<file path="src/rtl/load_store_unit_pkg.sv">
// Shared LSU types: FSM state, funct3 codes, decode helpers.
// Used by load_store_unit and lsu_lane_align.
package load_store_unit_pkg;

  typedef enum logic [1:0] {
    IDLE   = 2'd0,
    ACCESS = 2'd1,
    RESP   = 2'd2
  } lsu_state_t;

  localparam logic [2:0] LSU_F3_B  = 3'b000;
  localparam logic [2:0] LSU_F3_H  = 3'b001;
  localparam logic [2:0] LSU_F3_W  = 3'b010;
  localparam logic [2:0] LSU_F3_D  = 3'b011;
  localparam logic [2:0] LSU_F3_BU = 3'b100;
  localparam logic [2:0] LSU_F3_HU = 3'b101;
  localparam logic [2:0] LSU_F3_WU = 3'b110;

  function automatic logic lsu_f3_legal(
    input logic       write,
    input logic [2:0] f3,
    input logic       is64
  );
    logic ok;
    ok = 1'b0;
    case (f3)
      LSU_F3_B,
      LSU_F3_H,
      LSU_F3_W:  ok = 1'b1;
      LSU_F3_D:  ok = is64;
      LSU_F3_BU,
      LSU_F3_HU: ok = !write;
      LSU_F3_WU: ok = !write && is64;
      default:   ok = 1'b0;
    endcase
    return ok;
  endfunction

  // Offset bits that must be zero for a naturally aligned access
  function automatic logic [2:0] lsu_low_mask(
    input logic [1:0] sz
  );
    logic [2:0] m;
    m = 3'd0;
    case (sz)
      2'd0:    m = 3'd0;
      2'd1:    m = 3'd1;
      2'd2:    m = 3'd3;
      default: m = 3'd7;
    endcase
    return m;
  endfunction

endpackage

</file>
<file path="src/rtl/lsu_lane_align.sv">
// Byte-lane steering for the LSU: enable mask, store replication,
// load lane select and sign/zero extension. Purely combinational.
module lsu_lane_align
  import load_store_unit_pkg::*;
#(
  parameter int XLEN = 32
) (
  input  logic [2:0]                 f3,
  input  logic [$clog2(XLEN/8)-1:0]  off,
  input  logic [XLEN-1:0]            wdata,
  input  logic [XLEN-1:0]            rdata,
  output logic [XLEN/8-1:0]          be,
  output logic [XLEN-1:0]            wdata_rep,
  output logic [XLEN-1:0]            rdata_ext
);

  localparam int NB = XLEN / 8;

  logic [NB-1:0]   mask;
  logic [XLEN-1:0] lane;
  logic            sgn;

  assign lane = rdata >> {off, 3'b000};
  assign sgn  = !f3[2];
  assign be   = mask << off;

  // Size mask before shifting into the addressed lane
  always_comb begin
    mask = '0;
    case (f3[1:0])
      2'd0:    mask = NB'(8'h01);
      2'd1:    mask = NB'(8'h03);
      2'd2:    mask = NB'(8'h0F);
      default: mask = NB'(8'hFF);
    endcase
  end

  // Replicate the low store unit across every lane
  always_comb begin
    wdata_rep = '0;
    case (f3[1:0])
      2'd0:    wdata_rep = {NB{wdata[7:0]}};
      2'd1:    wdata_rep = {(NB/2){wdata[15:0]}};
      2'd2:    wdata_rep = {(XLEN/32){wdata[31:0]}};
      default: wdata_rep = wdata;
    endcase
  end

  // Extract the addressed lane and extend to XLEN
  always_comb begin
    rdata_ext = '0;
    case (f3[1:0])
      2'd0: rdata_ext = sgn ? XLEN'($signed(lane[7:0]))
                            : XLEN'(lane[7:0]);
      2'd1: rdata_ext = sgn ? XLEN'($signed(lane[15:0]))
                            : XLEN'(lane[15:0]);
      2'd2: rdata_ext = sgn ? XLEN'($signed(lane[31:0]))
                            : XLEN'(lane[31:0]);
      default: rdata_ext = lane;
    endcase
  end

endmodule

</file>
<file path="src/rtl/load_store_unit.sv">
// Load/store unit: one request at a time, IDLE -> ACCESS -> RESP.
// Build option: LSU_MISALIGN_TRAP_EN traps misaligned accesses.
module load_store_unit
  import load_store_unit_pkg::*;
#(
  parameter int XLEN     = 32,
  parameter int ADDR_W   = 32,
  parameter int MAX_WAIT = 16
) (
  input  logic                clk,
  input  logic                reset,
  input  logic                req_valid,
  output logic                req_ready,
  input  logic                req_write,
  input  logic [2:0]          req_funct3,
  input  logic [ADDR_W-1:0]   req_addr,
  input  logic [XLEN-1:0]     req_wdata,
  output logic                mem_valid,
  input  logic                mem_ready,
  output logic                mem_we,
  output logic [ADDR_W-1:0]   mem_addr,
  output logic [XLEN/8-1:0]   mem_be,
  output logic [XLEN-1:0]     mem_wdata,
  input  logic [XLEN-1:0]     mem_rdata,
  output logic                rsp_valid,
  output logic [XLEN-1:0]     rsp_rdata,
  output logic                rsp_err
);

  localparam int NB   = XLEN / 8;
  localparam int OW   = $clog2(NB);
  localparam int CW   = (MAX_WAIT > 1) ? $clog2(MAX_WAIT) : 1;
  localparam int WLIM = (MAX_WAIT > 0) ? MAX_WAIT - 1 : 0;
  localparam logic IS64 = (XLEN == 64);

  lsu_state_t        state_q;
  lsu_state_t        state_d;
  logic              live_q;
  logic              write_q;
  logic [2:0]        f3_q;
  logic [ADDR_W-1:0] addr_q;
  logic [XLEN-1:0]   wdata_q;
  logic              err_q;
  logic [XLEN-1:0]   rdata_q;
  logic [CW-1:0]     wait_q;

  logic              accept;
  logic              req_bad;
  logic              timeout;
  logic [OW-1:0]     off_al;
  logic [NB-1:0]     be;
  logic [XLEN-1:0]   wrep;
  logic [XLEN-1:0]   rext;

  assign accept = req_valid && req_ready;

`ifdef LSU_MISALIGN_TRAP_EN
  logic [OW-1:0] req_lowm;
  assign req_lowm = OW'(lsu_low_mask(req_funct3[1:0]));
  assign req_bad  =
    !lsu_f3_legal(req_write, req_funct3, IS64) ||
    ((req_addr[OW-1:0] & req_lowm) != '0);
`else
  assign req_bad =
    !lsu_f3_legal(req_write, req_funct3, IS64);
`endif

  // Offset rounded down to the access size
  assign off_al = addr_q[OW-1:0] &
                  ~OW'(lsu_low_mask(f3_q[1:0]));

  assign timeout = (MAX_WAIT != 0) && !mem_ready &&
                   (wait_q == CW'(WLIM));

  lsu_lane_align #(
    .XLEN (XLEN)
  ) u_align (
    .f3        (f3_q),
    .off       (off_al),
    .wdata     (wdata_q),
    .rdata     (mem_rdata),
    .be        (be),
    .wdata_rep (wrep),
    .rdata_ext (rext)
  );

  // State register; live_q holds off req_ready until first edge
  always_ff @(posedge clk or negedge reset) begin
    if (!reset) begin
      state_q <= IDLE;
      live_q  <= 1'b0;
    end else begin
      state_q <= state_d;
      live_q  <= 1'b1;
    end
  end

  // Next-state logic
  always_comb begin
    state_d = state_q;
    unique case (state_q)
      IDLE:
        if (accept)
          state_d = req_bad ? RESP : ACCESS;
      ACCESS:
        if (mem_ready || timeout)
          state_d = RESP;
      RESP:
        state_d = IDLE;
      default:
        state_d = IDLE;
    endcase
  end

  // Outputs decoded from state and latched request
  always_comb begin
    req_ready = 1'b0;
    mem_valid = 1'b0;
    mem_we    = 1'b0;
    mem_addr  = '0;
    mem_be    = '0;
    mem_wdata = '0;
    rsp_valid = 1'b0;
    rsp_err   = 1'b0;
    rsp_rdata = '0;
    unique case (state_q)
      IDLE: begin
        req_ready = live_q;
      end
      ACCESS: begin
        mem_valid = 1'b1;
        mem_we    = write_q;
        mem_addr  = {addr_q[ADDR_W-1:OW], {OW{1'b0}}};
        mem_be    = be;
        mem_wdata = write_q ? wrep : '0;
      end
      RESP: begin
        rsp_valid = 1'b1;
        rsp_err   = err_q;
        rsp_rdata = rdata_q;
      end
      default: ;
    endcase
  end

  // Request latch, wait counter and response capture
  always_ff @(posedge clk or negedge reset) begin
    if (!reset) begin
      write_q <= 1'b0;
      f3_q    <= '0;
      addr_q  <= '0;
      wdata_q <= '0;
      err_q   <= 1'b0;
      rdata_q <= '0;
      wait_q  <= '0;
    end else if (accept) begin
      write_q <= req_write;
      f3_q    <= req_funct3;
      addr_q  <= req_addr;
      wdata_q <= req_wdata;
      err_q   <= req_bad;
      rdata_q <= '0;
      wait_q  <= '0;
    end else if (state_q == ACCESS) begin
      if (mem_ready) begin
        err_q   <= 1'b0;
        rdata_q <= write_q ? '0 : rext;
      end else if (timeout) begin
        err_q <= 1'b1;
      end else if (MAX_WAIT != 0) begin
        wait_q <= wait_q + CW'(1);
      end
    end
  end

endmodule

</file>
<file path="config.mk">
export PLATFORM = sky130hd
export DESIGN_NAME = load_store_unit
export DESIGN_NICKNAME = d
export VERILOG_FILES = /design/src/rtl/load_store_unit_pkg.sv /design/src/rtl/lsu_lane_align.sv /design/src/rtl/load_store_unit.sv
export SDC_FILE = /design/constraint.sdc
export NUM_CORES = 1
export LEC_CHECK = 0
export ABC_CLOCK_PERIOD_IN_PS = 2300
export CORE_MARGIN = 3
export CORE_UTILIZATION = 42
export DETAILED_ROUTE_END_ITERATION = 6
export MAX_ROUTING_LAYER = met4
export PLACE_DENSITY = 0.75
export SLEW_MARGIN = 20
export SYNTH_ARGS = -nofsm -noshare
export SYNTH_HDL_FRONTEND = slang
export SYNTH_SLANG_ARGS = --single-unit
</file>
<file path="constraint.sdc">
create_clock -name clk -period 2.3 [get_ports clk]
set_clock_uncertainty 0.15 [all_clocks]
set_input_delay 0.69 -clock clk [delete_from_list [all_inputs] [get_ports clk]]
set_output_delay 0.69 -clock clk [all_outputs]
set_load 0.02 [all_outputs]
</file>
==> out/summary.txt <==
ant diodes = 0
layout net count = 873
PortBufs = 206
Setup violations, final = 106
RD Place Congestion = 0.8931
Worst Tran Pin Value = 0.5574 ns
CP max stage cell = dfrtp_1
Pwr Total = 7.928 mW
most frequent cells in the layout = buf_6 (108), dfrtp_1 (107), clkdlybuf4s50_1 (102)
commonest non-fill, non-tap cell in the layout = buf_6
hold buffers post-CTS = 0
Final Hold Vio Count = 0
Die Outline Area = 0.01451 mm^2
max incr delay on CP = 0.41 ns
Worst-Skew Late Latency = 0.35 ns
die width = 120.5 um
run status = finished with violations
post-synthesis sequential area ratio = 0.4911
FMAX = 0.4045 GHz
Clock transition at path regs = 0.07 ns
slew margin rel. = 0.6284
number of synthesized flops with an enable pin = 0
ys flop type = dfrtp_1
failing checks = setup timing
worst vdd ir = 721.7 uV
CTS H-Tree Depth = 3
Die Height = 120.5 um
Period Utilization, post-route = 1.075
All-Layer GR Usage = 0.2480
maximum number of pins on one net before global-route repair = 44
Hold Path Class = primary input to asynchronous set/reset pin
Filler Cell Count = 863
Initial Util = 0.4325
antenna violations before repair = 0
# DRC = 0
Mapped Area = 0.005503 mm^2
RSZ-0062 raised after global routing = yes
hold slack = 0.1609 ns
Layout area overhead = 72.03%
post-route insts no fill = 945
vias in the first global route = 5107
first-pass GRT wire length = 27300 um
Total Wirelength = 19120 um
CP endpoint kind = primary output
Mapped Cells = 508
fraction of registers with async set/reset = 1.000
startpoint types = register
Max-Cap Viols = 0
Multi-input gate area = 0.003113 mm^2
Core Box Area = 0.01272 mm^2
share of cells above drive strength 1 = 0.5239
Final min period = 2.472 ns
data arrival time of the critical path = 1.63 ns
Yosys warning count = 0
Top-Level Pins = 209
CTS Buf Count = 9
Slew Viols, Final = 0
DP Wirelength = 12620 um
total placed cells including tap cells = 898
remaining antenna violation count = 0
DP Worst Slack = -0.3761 ns
grt ovf = 0
CP Max Fanout = 7
power per cell area = 837.5 mW/mm^2
worst setup margin = -0.1725 ns
synth unique cells = 40
Starting DRT DRC Count = 408
row cnt = 41
Root Buffer Master = clkbuf_16
Reg area = 0.002704 mm^2
maximum clock path buffer count = 2
CTS tree = yes
CP Class = register to primary output
Vias = 4988
DR WL/cell = 20.23 um
Setup TNS = -11.28 ns
synthesized flop and latch total = 108
drt via density = 5.278
Synth Area per Inst = 10.83 um^2
clk sinks = 108
Pre-antenna DRT Iters = 4
Pleak = 4.275 nW
critical-path cell list = nand2b_4 -> clkinv_4 -> buf_6 -> nand2_8 -> buf_12 -> nor2_1 -> buf_4
CP required = 1.46 ns
## metal layers
metal / vias up / GRT usage / part of all wire
met5: - / - / 0
met4: 0 / 0.07082 / 0.023
met3: 26 / 0.08793 / 0.10
met2: 262 / 0.3968 / 0.49
met1: 2446 / 0.2991 / 0.39
li1: 2254 / - / -
## power by group
part           leakage, nW  internal [mW]  switching [mW]
sequential            1.34           2.42           0.411
combinational         2.78           1.87            1.52
clock                0.152          0.961           0.740
## sequential cells by signal, indices dropped and copies added (netlist names)
register  flops
write_q       1
wdata_q      32
state_q       2
live_q        1
err_q         1
f3_q          3
addr_q       32
rdata_q      32
wait_q        4
## area by class of cell
class / count / share of cell area
clock inverter: 7 / 0.01031
sequential: 108 / 0.2856
multi-input combinational: 360 / 0.3288
inverter: 3 / 0.001718
clock buffer: 9 / 0.02379
timing repair buffer: 286 / 0.3270
tap: 172 / 0.02273
## synth_stat cells, types with 2 or more instances
library cell	count	area share
dfrtp_1	108	0.49
mux2_2	68	0.14
and2_1	66	0.075
nand2_1	51	0.035
nor2_1	34	0.023
a21oi_1	27	0.025
clkbuf_1	21	0.014
mux2i_1	18	0.033
nor2b_1	12	0.014
o21ai_0	10	0.0091
and3_1	9	0.010
buf_2	9	0.0082
a211o_1	8	0.013
a22o_1	8	0.013
a22oi_1	8	0.011
nor3_1	8	0.0073
buf_4	7	0.0095
mux4_2	7	0.029
inv_1	3	0.0020
conb_1	2	0.0014
nand2b_1	2	0.0023
nor3b_1	2	0.0027
or2_2	2	0.0023
xor2_1	2	0.0032
## per-stage QoR
step,area [um^2],utilization
global placement,8087,0.6356
finish,9467,0.7441
CTS,8648,0.6798
floorplan,5527,-
global route,9467,0.7441
detailed placement,8087,0.6356
## critical path, delay by kind of cell (launching register included)
family	cells	cell delay (ns)
buffers and inverters	4	0.50
flip-flops	1	0.41
AND/OR/NAND/NOR	3	0.36
## final timing paths
path	from	endpoint	slack, ns	cells after the start
setup reg to reg	f3_q[0]$_DFFE_PN0N_	rdata_q[26]$_DFFE_PN0P_	-0.03	9
setup / recovery	state_q[1]$_DFFE_PN0P_	mem_wdata[26]	-0.17	7
max in group asynchronous	reset	addr_q[6]$_DFFE_PN0N_	1.43	2
hold / removal	reset	wdata_q[12]$_DFFE_PN0N_	0.16	2
min in group clk	rdata_q[16]$_DFFE_PN0P_	rdata_q[16]$_DFFE_PN0P_	0.34	2
hold reg to reg	rdata_q[16]$_DFFE_PN0P_	rdata_q[16]$_DFFE_PN0P_	0.34	2
## timing repair
action                     in CTS  in global routing
resized for setup             619                169
setup endpoints to repair     110                119
pin swaps                       5                 75
buffers inserted                9                 19
gates cloned                    3                  9
## cells by family (layout without fill, tap and decap cells)
family	count (synthesis)	in the layout	share of synthesized area
AOI/OAI and AO/OA	67	67	0.08072
buffers and inverters	41	305	0.03615
muxes	94	94	0.2033
other	2	3	0.001365
xor gates and xnor gates	3	3	0.004776
DFF	108	108	0.4911
adders and majority gates	1	1	0.002273
and+or+nand+nor	192	192	0.1803
No activity file was read; power rests on OpenSTA's default activity.
